`config.mk`:
```
export PLATFORM = sky130hd
export DESIGN_NAME = uart_tx
export DESIGN_NICKNAME = d
export VERILOG_FILES = /design/src/rtl/uart_pkg.sv /design/src/rtl/uart_tx_fifo.sv /design/src/rtl/uart_tx.sv
export SDC_FILE = /design/constraint.sdc
export NUM_CORES = 1
export LEC_CHECK = 0
export CELL_PAD_IN_SITES_DETAIL_PLACEMENT = 1
export CELL_PAD_IN_SITES_GLOBAL_PLACEMENT = 1
export CORE_AREA = 2 2 117 119
export DETAILED_ROUTE_END_ITERATION = 16
export DIE_AREA = 0 0 119 121
export PLACE_DENSITY_LB_ADDON = 0.1
export RECOVER_POWER = 25
export SLEW_MARGIN = 10
export SYNTH_ARGS = -nofsm -noshare
export SYNTH_HDL_FRONTEND = slang
export SYNTH_SLANG_ARGS = --single-unit
```
`constraint.sdc`:
```
create_clock -name clk -period 3.8 [get_ports clk]
set_input_delay 0.76 -clock clk [delete_from_list [all_inputs] [get_ports clk]]
set_output_delay 0.76 -clock clk [all_outputs]
set_load 0.05 [all_outputs]
```
`src/rtl/uart_pkg.sv`:
```
// Shared constants, FSM state type and frame-length helpers for the UART transmitter.
package uart_pkg;

    localparam int unsigned PARITY_NONE = 0;
    localparam int unsigned PARITY_ODD  = 1;
    localparam int unsigned PARITY_EVEN = 2;

    typedef enum logic [2:0] {
        StIdle,
        StStart,
        StData,
        StParity,
        StStop
    } tx_state_e;

    // Serial bits in one frame: start + data + optional parity + stop bits.
    function automatic int unsigned frame_bits(input int unsigned data_bits,
                                               input int unsigned parity,
                                               input int unsigned stop_bits);
        return 1 + data_bits + ((parity != PARITY_NONE) ? 1 : 0) + stop_bits;
    endfunction

    // System clock cycles taken by one frame on the line.
    function automatic int unsigned frame_cycles(input int unsigned clks_per_bit,
                                                 input int unsigned data_bits,
                                                 input int unsigned parity,
                                                 input int unsigned stop_bits);
        return clks_per_bit * frame_bits(data_bits, parity, stop_bits);
    endfunction

endpackage

```
`src/rtl/uart_tx_fifo.sv`:
```
// Small synchronous FIFO buffering words for the transmitter; read data is
// the head entry, presented combinationally.
module uart_tx_fifo #(
    parameter int unsigned Width = 8,
    parameter int unsigned Depth = 4
) (
    input  logic                     clk,
    input  logic                     rst,
    input  logic                     push_i,
    input  logic [Width-1:0]         data_i,
    input  logic                     pop_i,
    output logic [Width-1:0]         data_o,
    output logic [$clog2(Depth):0]   count_o
);

    localparam int unsigned PtrW = $clog2(Depth);
    localparam int unsigned CntW = PtrW + 1;

    logic [Width-1:0] mem_q [Depth];
    logic [PtrW-1:0]  wptr_q, wptr_d, rptr_q, rptr_d;
    logic [CntW-1:0]  count_q, count_d;
    logic             push_ok, pop_ok;

    // Qualify push/pop against full/empty and compute next pointers and count.
    always_comb begin
        push_ok = push_i && (count_q != CntW'(Depth));
        pop_ok  = pop_i && (count_q != '0);
        wptr_d  = push_ok ? wptr_q + 1'b1 : wptr_q;
        rptr_d  = pop_ok ? rptr_q + 1'b1 : rptr_q;
        count_d = count_q;
        if (push_ok && !pop_ok) begin
            count_d = count_q + 1'b1;
        end else if (!push_ok && pop_ok) begin
            count_d = count_q - 1'b1;
        end
    end

    // Pointer and occupancy registers; reset discards all contents.
    always_ff @(posedge clk or posedge rst) begin
        if (rst) begin
            wptr_q  <= '0;
            rptr_q  <= '0;
            count_q <= '0;
        end else begin
            wptr_q  <= wptr_d;
            rptr_q  <= rptr_d;
            count_q <= count_d;
        end
    end

    // Storage array; needs no reset since occupancy gates every read.
    always_ff @(posedge clk) begin
        if (push_ok) begin
            mem_q[wptr_q] <= data_i;
        end
    end

    assign data_o  = mem_q[rptr_q];
    assign count_o = count_q;

endmodule

```
`src/rtl/uart_tx.sv`:
```
// Parametrised UART transmitter: FIFO-buffered valid/ready input, clock-enable
// baud counter, configurable data width, parity and stop bits. Frames are sent
// back to back while words are queued.
module uart_tx
    import uart_pkg::*;
#(
    parameter int unsigned CLKS_PER_BIT = 10416,
    parameter int unsigned DATA_BITS    = 8,
    parameter int unsigned PARITY       = 0,
    parameter int unsigned STOP_BITS    = 1,
    parameter int unsigned FIFO_DEPTH   = 4
) (
    input  logic                          clk,
    input  logic                          rst,
    input  logic [DATA_BITS-1:0]          in_data,
    input  logic                          in_valid,
    output logic                          in_ready,
    output logic                          tx,
    output logic                          busy,
    output logic [$clog2(FIFO_DEPTH):0]   fifo_count
);

    localparam int unsigned CntW      = $clog2(CLKS_PER_BIT);
    localparam int unsigned FrameBits = frame_bits(DATA_BITS, PARITY, STOP_BITS);
    localparam int unsigned BitW      = $clog2(FrameBits);
    localparam int unsigned FcW       = $clog2(FIFO_DEPTH) + 1;

    if (CLKS_PER_BIT < 2 || DATA_BITS < 5 || DATA_BITS > 9 || PARITY > 2 ||
        STOP_BITS < 1 || STOP_BITS > 2 || FIFO_DEPTH < 2 ||
        (FIFO_DEPTH & (FIFO_DEPTH - 1)) != 0) begin : g_bad_param
        $error("uart_tx: unsupported parameter combination");
    end

    tx_state_e             state_q, state_d;
    logic [CntW-1:0]       baud_q, baud_d;
    logic [BitW-1:0]       bit_q, bit_d;      // position within frame, 0 = start bit
    logic [DATA_BITS-1:0]  shreg_q, shreg_d;
    logic                  par_q, par_d;
    logic                  tx_q, tx_d;
    logic                  wrap, load, fifo_empty;
    logic [DATA_BITS-1:0]  fifo_rdata;

    uart_tx_fifo #(
        .Width (DATA_BITS),
        .Depth (FIFO_DEPTH)
    ) u_fifo (
        .clk     (clk),
        .rst     (rst),
        .push_i  (in_valid && in_ready),
        .data_i  (in_data),
        .pop_i   (load),
        .data_o  (fifo_rdata),
        .count_o (fifo_count)
    );

    assign fifo_empty = (fifo_count == '0);
    assign in_ready   = (fifo_count != FcW'(FIFO_DEPTH));
    assign busy       = (state_q != StIdle) || !fifo_empty;
    assign tx         = tx_q;
    assign wrap       = (baud_q == CntW'(CLKS_PER_BIT - 1));

    // Next-state logic; tx_d is the line level for the bit that starts at the next edge.
    always_comb begin
        state_d = state_q;
        baud_d  = baud_q;
        bit_d   = bit_q;
        shreg_d = shreg_q;
        par_d   = par_q;
        tx_d    = tx_q;
        load    = 1'b0;

        if (state_q != StIdle) begin
            baud_d = wrap ? '0 : baud_q + 1'b1;
        end

        unique case (state_q)
            StIdle: begin
                tx_d = 1'b1;
                load = !fifo_empty;
            end
            StStart: begin
                if (wrap) begin
                    state_d = StData;
                    bit_d   = bit_q + 1'b1;
                    tx_d    = shreg_q[0];
                end
            end
            StData: begin
                if (wrap) begin
                    bit_d   = bit_q + 1'b1;
                    shreg_d = shreg_q >> 1;
                    if (bit_q == BitW'(DATA_BITS)) begin
                        if (PARITY != PARITY_NONE) begin
                            state_d = StParity;
                            tx_d    = par_q;
                        end else begin
                            state_d = StStop;
                            tx_d    = 1'b1;
                        end
                    end else begin
                        tx_d = shreg_q[1];
                    end
                end
            end
            StParity: begin
                if (wrap) begin
                    state_d = StStop;
                    bit_d   = bit_q + 1'b1;
                    tx_d    = 1'b1;
                end
            end
            StStop: begin
                if (wrap) begin
                    if (bit_q == BitW'(FrameBits - 1)) begin
                        state_d = StIdle;
                        tx_d    = 1'b1;
                        load    = !fifo_empty;
                    end else begin
                        bit_d = bit_q + 1'b1;
                    end
                end
            end
            default: state_d = StIdle;
        endcase

        // Popping a word starts its start bit on the same edge, so frames abut.
        if (load) begin
            shreg_d = fifo_rdata;
            par_d   = (^fifo_rdata) ^ (PARITY == PARITY_ODD);
            baud_d  = '0;
            bit_d   = '0;
            state_d = StStart;
            tx_d    = 1'b0;
        end
    end

    // FSM, baud counter, shift register and registered line output.
    always_ff @(posedge clk or posedge rst) begin
        if (rst) begin
            state_q <= StIdle;
            baud_q  <= '0;
            bit_q   <= '0;
            shreg_q <= '0;
            par_q   <= 1'b0;
            tx_q    <= 1'b1;
        end else begin
            state_q <= state_d;
            baud_q  <= baud_d;
            bit_q   <= bit_d;
            shreg_q <= shreg_d;
            par_q   <= par_d;
            tx_q    <= tx_d;
        end
    end

endmodule

```
==> impl_metrics.csv <==
group,metric,value,unit
outcome,status,"finished, final reports clean",
logic_synthesis,synth_area,0.00321,sq mm
finish,final_common_cell,"dfrtp_1",
logic_synthesis,yosys_warnings,0,
grt,grt_max_degree,26,
logic_synthesis,ys.flop_type,"dfrtp_1",
logic_synthesis,post_synth_num_cell_types,50,
worst_hold_path,holdCritPathClass,"flop to flop",
clocking,cts_setup_buffers,0,
detailed_routing,wl_per_cell,14.9,um
detailed_routing,drc,0,
timing,max_freq,316,MHz
worst_setup_path,crit_family,"buffers and inverters",
worst_setup_path,path_cells,"or3_1, nor2_1, buf_4, inv_1, clkdlybuf4s50_1",
die,die_h,121,um
timing,slew_viol_final,0,
placement,place_area,0.00357,sq mm
placement,gp_congestion,0.700,
finish,layout_common_cells,"36 x dfrtp_1, 32 x edfxtp_1, 23 x nand2_1",
clocking,ctsRootBufferMaster,"clkbuf_16",
detailed_routing,drtIter0Drc,57,
pwr,p_leak,1.53,nW
die,die_area,0.0144,sq mm
logic_synthesis,synthesis.nets,278,
clocking,cts_buffer_depth,2,
worst_setup_path,cp_max_fo,9,
grt,track_usage,11.0,%
clocking,cts_resized,0,
logic_synthesis,synthCells,257,
timing,hold_viol_final,0,
clocking,clkTransAtPathRegs,0.06,ns
die,core_region_area,0.0131,sq mm
detailed_routing,route.final.wire_length,6850,um
detailed_routing,dr.pass1.iters,4,
logic_synthesis,ys_async_sr_fraction,53.6,%
pwr,p_total,0.00205,W
die,start_util,24.5,%
finish,antenna-diode-count,0,
placement,io_buffers,16,
worst_setup_path,critPathCaptureType,"output port",
clocking,cts_htree_levels,3,
grt,overflow,0,
finish,synthToLayoutAreaGrowth,20.0,%
timing,worst_pin_slew,0.605,ns
timing,worst_hold_slack,0.491,ns
worst_setup_path,critical_path.startpoint_type,"flop",
die,die_w,119,um
logic_synthesis,ys_ff_latch,69,
die,io_pins,17,
worst_setup_path,arrival,2.41,ns
clocking,clock-sinks,69,
timing,fin_tns_setup,0,ns
placement,dp_hpwl,4830,um
timing,relSlewSlack,59.6,%
grt,grt_pass1_vias,2241,
clocking,cts_tree,"yes",
logic_synthesis,synth_seq_area_share,58.8,%
logic_synthesis,synth-edff-count,32,
worst_setup_path,critical_path_required,3.04,ns
grt,antenna_found_initial,0,
die,rows,42,
worst_setup_path,cp_num_buf_inv,3,
timing,setup_viol,0,
timing,post-route-min-period,3.17,ns
pwr,ir_worst_vdd,263,uV
finish,fin_area,0.00385,sq mm
clocking,hold_buffers,0,
finish,fin_nets,300,
grt,grt_pass1_wl,11900,um
worst_setup_path,crit_path_max_incr_delay,0.71,ns
worst_setup_path,path_class,"flop to output port",
finish,drive_gt1_share,13.0,%
detailed_routing,vias,2049,
job,maxCapViolations,0,
clocking,cts_buffers,9,
detailed_routing,viasPerCell,4.45,
finish,fin_util,29.4,%
clocking,clock_latency,0.34,ns
timing,min_period_over_period,83.4,%
detailed_routing,ant_nets,0,
pwr,power_density,533,mW/mm^2
timing,skew,0.00954,ns
logic_synthesis,avgSynthCellArea,12.5,sq um
timing,rsz0062_at_grt,"no",
worst_setup_path,cp_slowest_cell,"clkdlybuf4s50_1",
cells in the mapped netlist (all sizes together), types with 2 or more instances:
cell type	instances	area share [%]
edfxtp	32	30
nand3	9	1.4
o31ai	2	0.47
buf	7	1.3
dfrtp	36	28
nand2b	5	0.97
nand3b	3	0.70
a21oi	4	0.62
o21ai	24	3.7
nor2	21	2.5
nand2	24	2.9
or3	3	0.58
mux2i	7	2.2
xor2	8	2.2
and3	6	1.2
nand4	3	0.58
nor3	3	0.47
a31oi	4	0.78
a22o	3	1.1
inv	10	1.2
xnor2	5	1.4
ha	9	3.5
clkbuf	2	0.23
mux4	8	5.6
a21o	2	0.47
nor4	2	0.86
worst reg2reg max path, delay by kind of cell, from the launching register on:
family	cells	cell delay [ns]
compound gates	1	0.30
fa+ha+maj	2	0.64
buf+inv	3	0.43
flops	1	0.42
mux	1	0.27
simple gates	2	0.69
path summary, 6_finish.rpt:
path                            cells past startpoint  slack, ns               from           endpoint
worst max-delay path                                5       0.63  u_fifo.count_o[0]               busy
worst min-delay path                                2       0.49                 tx                 tx
worst max register to register                      9       0.94          baud_q[8]  u_fifo.count_o[1]
worst min register to register                      2       0.49                 tx                 tx
max in group asynchronous                           3       2.11                rst                 tx
min in group asynchronous                           2       0.91                rst         shreg_q[0]
per-layer routing:
metal / routed length (um) / GRT usage [%] / share of wire [%] / vias to the layer above
met5: 0 / 0 / 0 / -
met4: 126 / 5.13 / 1.8 / 0
met3: 265 / 3.62 / 3.9 / 9
met2: 3260 / 17.1 / 48 / 24
met1: 3200 / 13.7 / 47 / 1038
li1: - / - / - / 978
power by group:
group	internal, W	switching [W]	total (W)	leakage, nW
sequential	0.000887	0.0000502	0.000937	0.757
clock	0.000449	0.000339	0.000788	0.141
combinational	0.000124	0.000205	0.000329	0.628
total	0.00146	0.000594	0.00205	1.53
state kept, by name (all words and copies together) (netlist names):
signal,count
u_fifo.count_o,3
baud_q,14
u_fifo.wptr_q,2
bit_q,4
state_q,3
u_fifo.rptr_q,2
tx,1
shreg_q,8
u_fifo.mem_q,32
through the flow:
stage | std cells | setup slack (ns)
floorplan | 257 | 1.20
global placement | 444 | 0.950
detailed placement | 444 | 0.924
CTS | 460 | 0.586
global route | 460 | 0.509
finish | 460 | 0.631
cell type report:
class	count	area, sq um
sequential	69	1890
inverter	10	37.5
fill	1412	9240
clock inverter	7	53.8
timing repair buffer	20	190
clock buffer	9	225
tap	176	220
multi-input combinational	169	1230
logic make-up after synthesis:
logic type,count (synthesis),share of synthesized area (%)
and+or+nand+nor,85,13.9
DFF,69,58.8
AOI/OAI and AO/OA,45,8.73
buffers and inverters,19,2.69
muxes,16,8.15
adders and majority gates,10,4.13
xor gates and xnor gates,13,3.55
No activity file was read; power rests on OpenSTA's default activity.
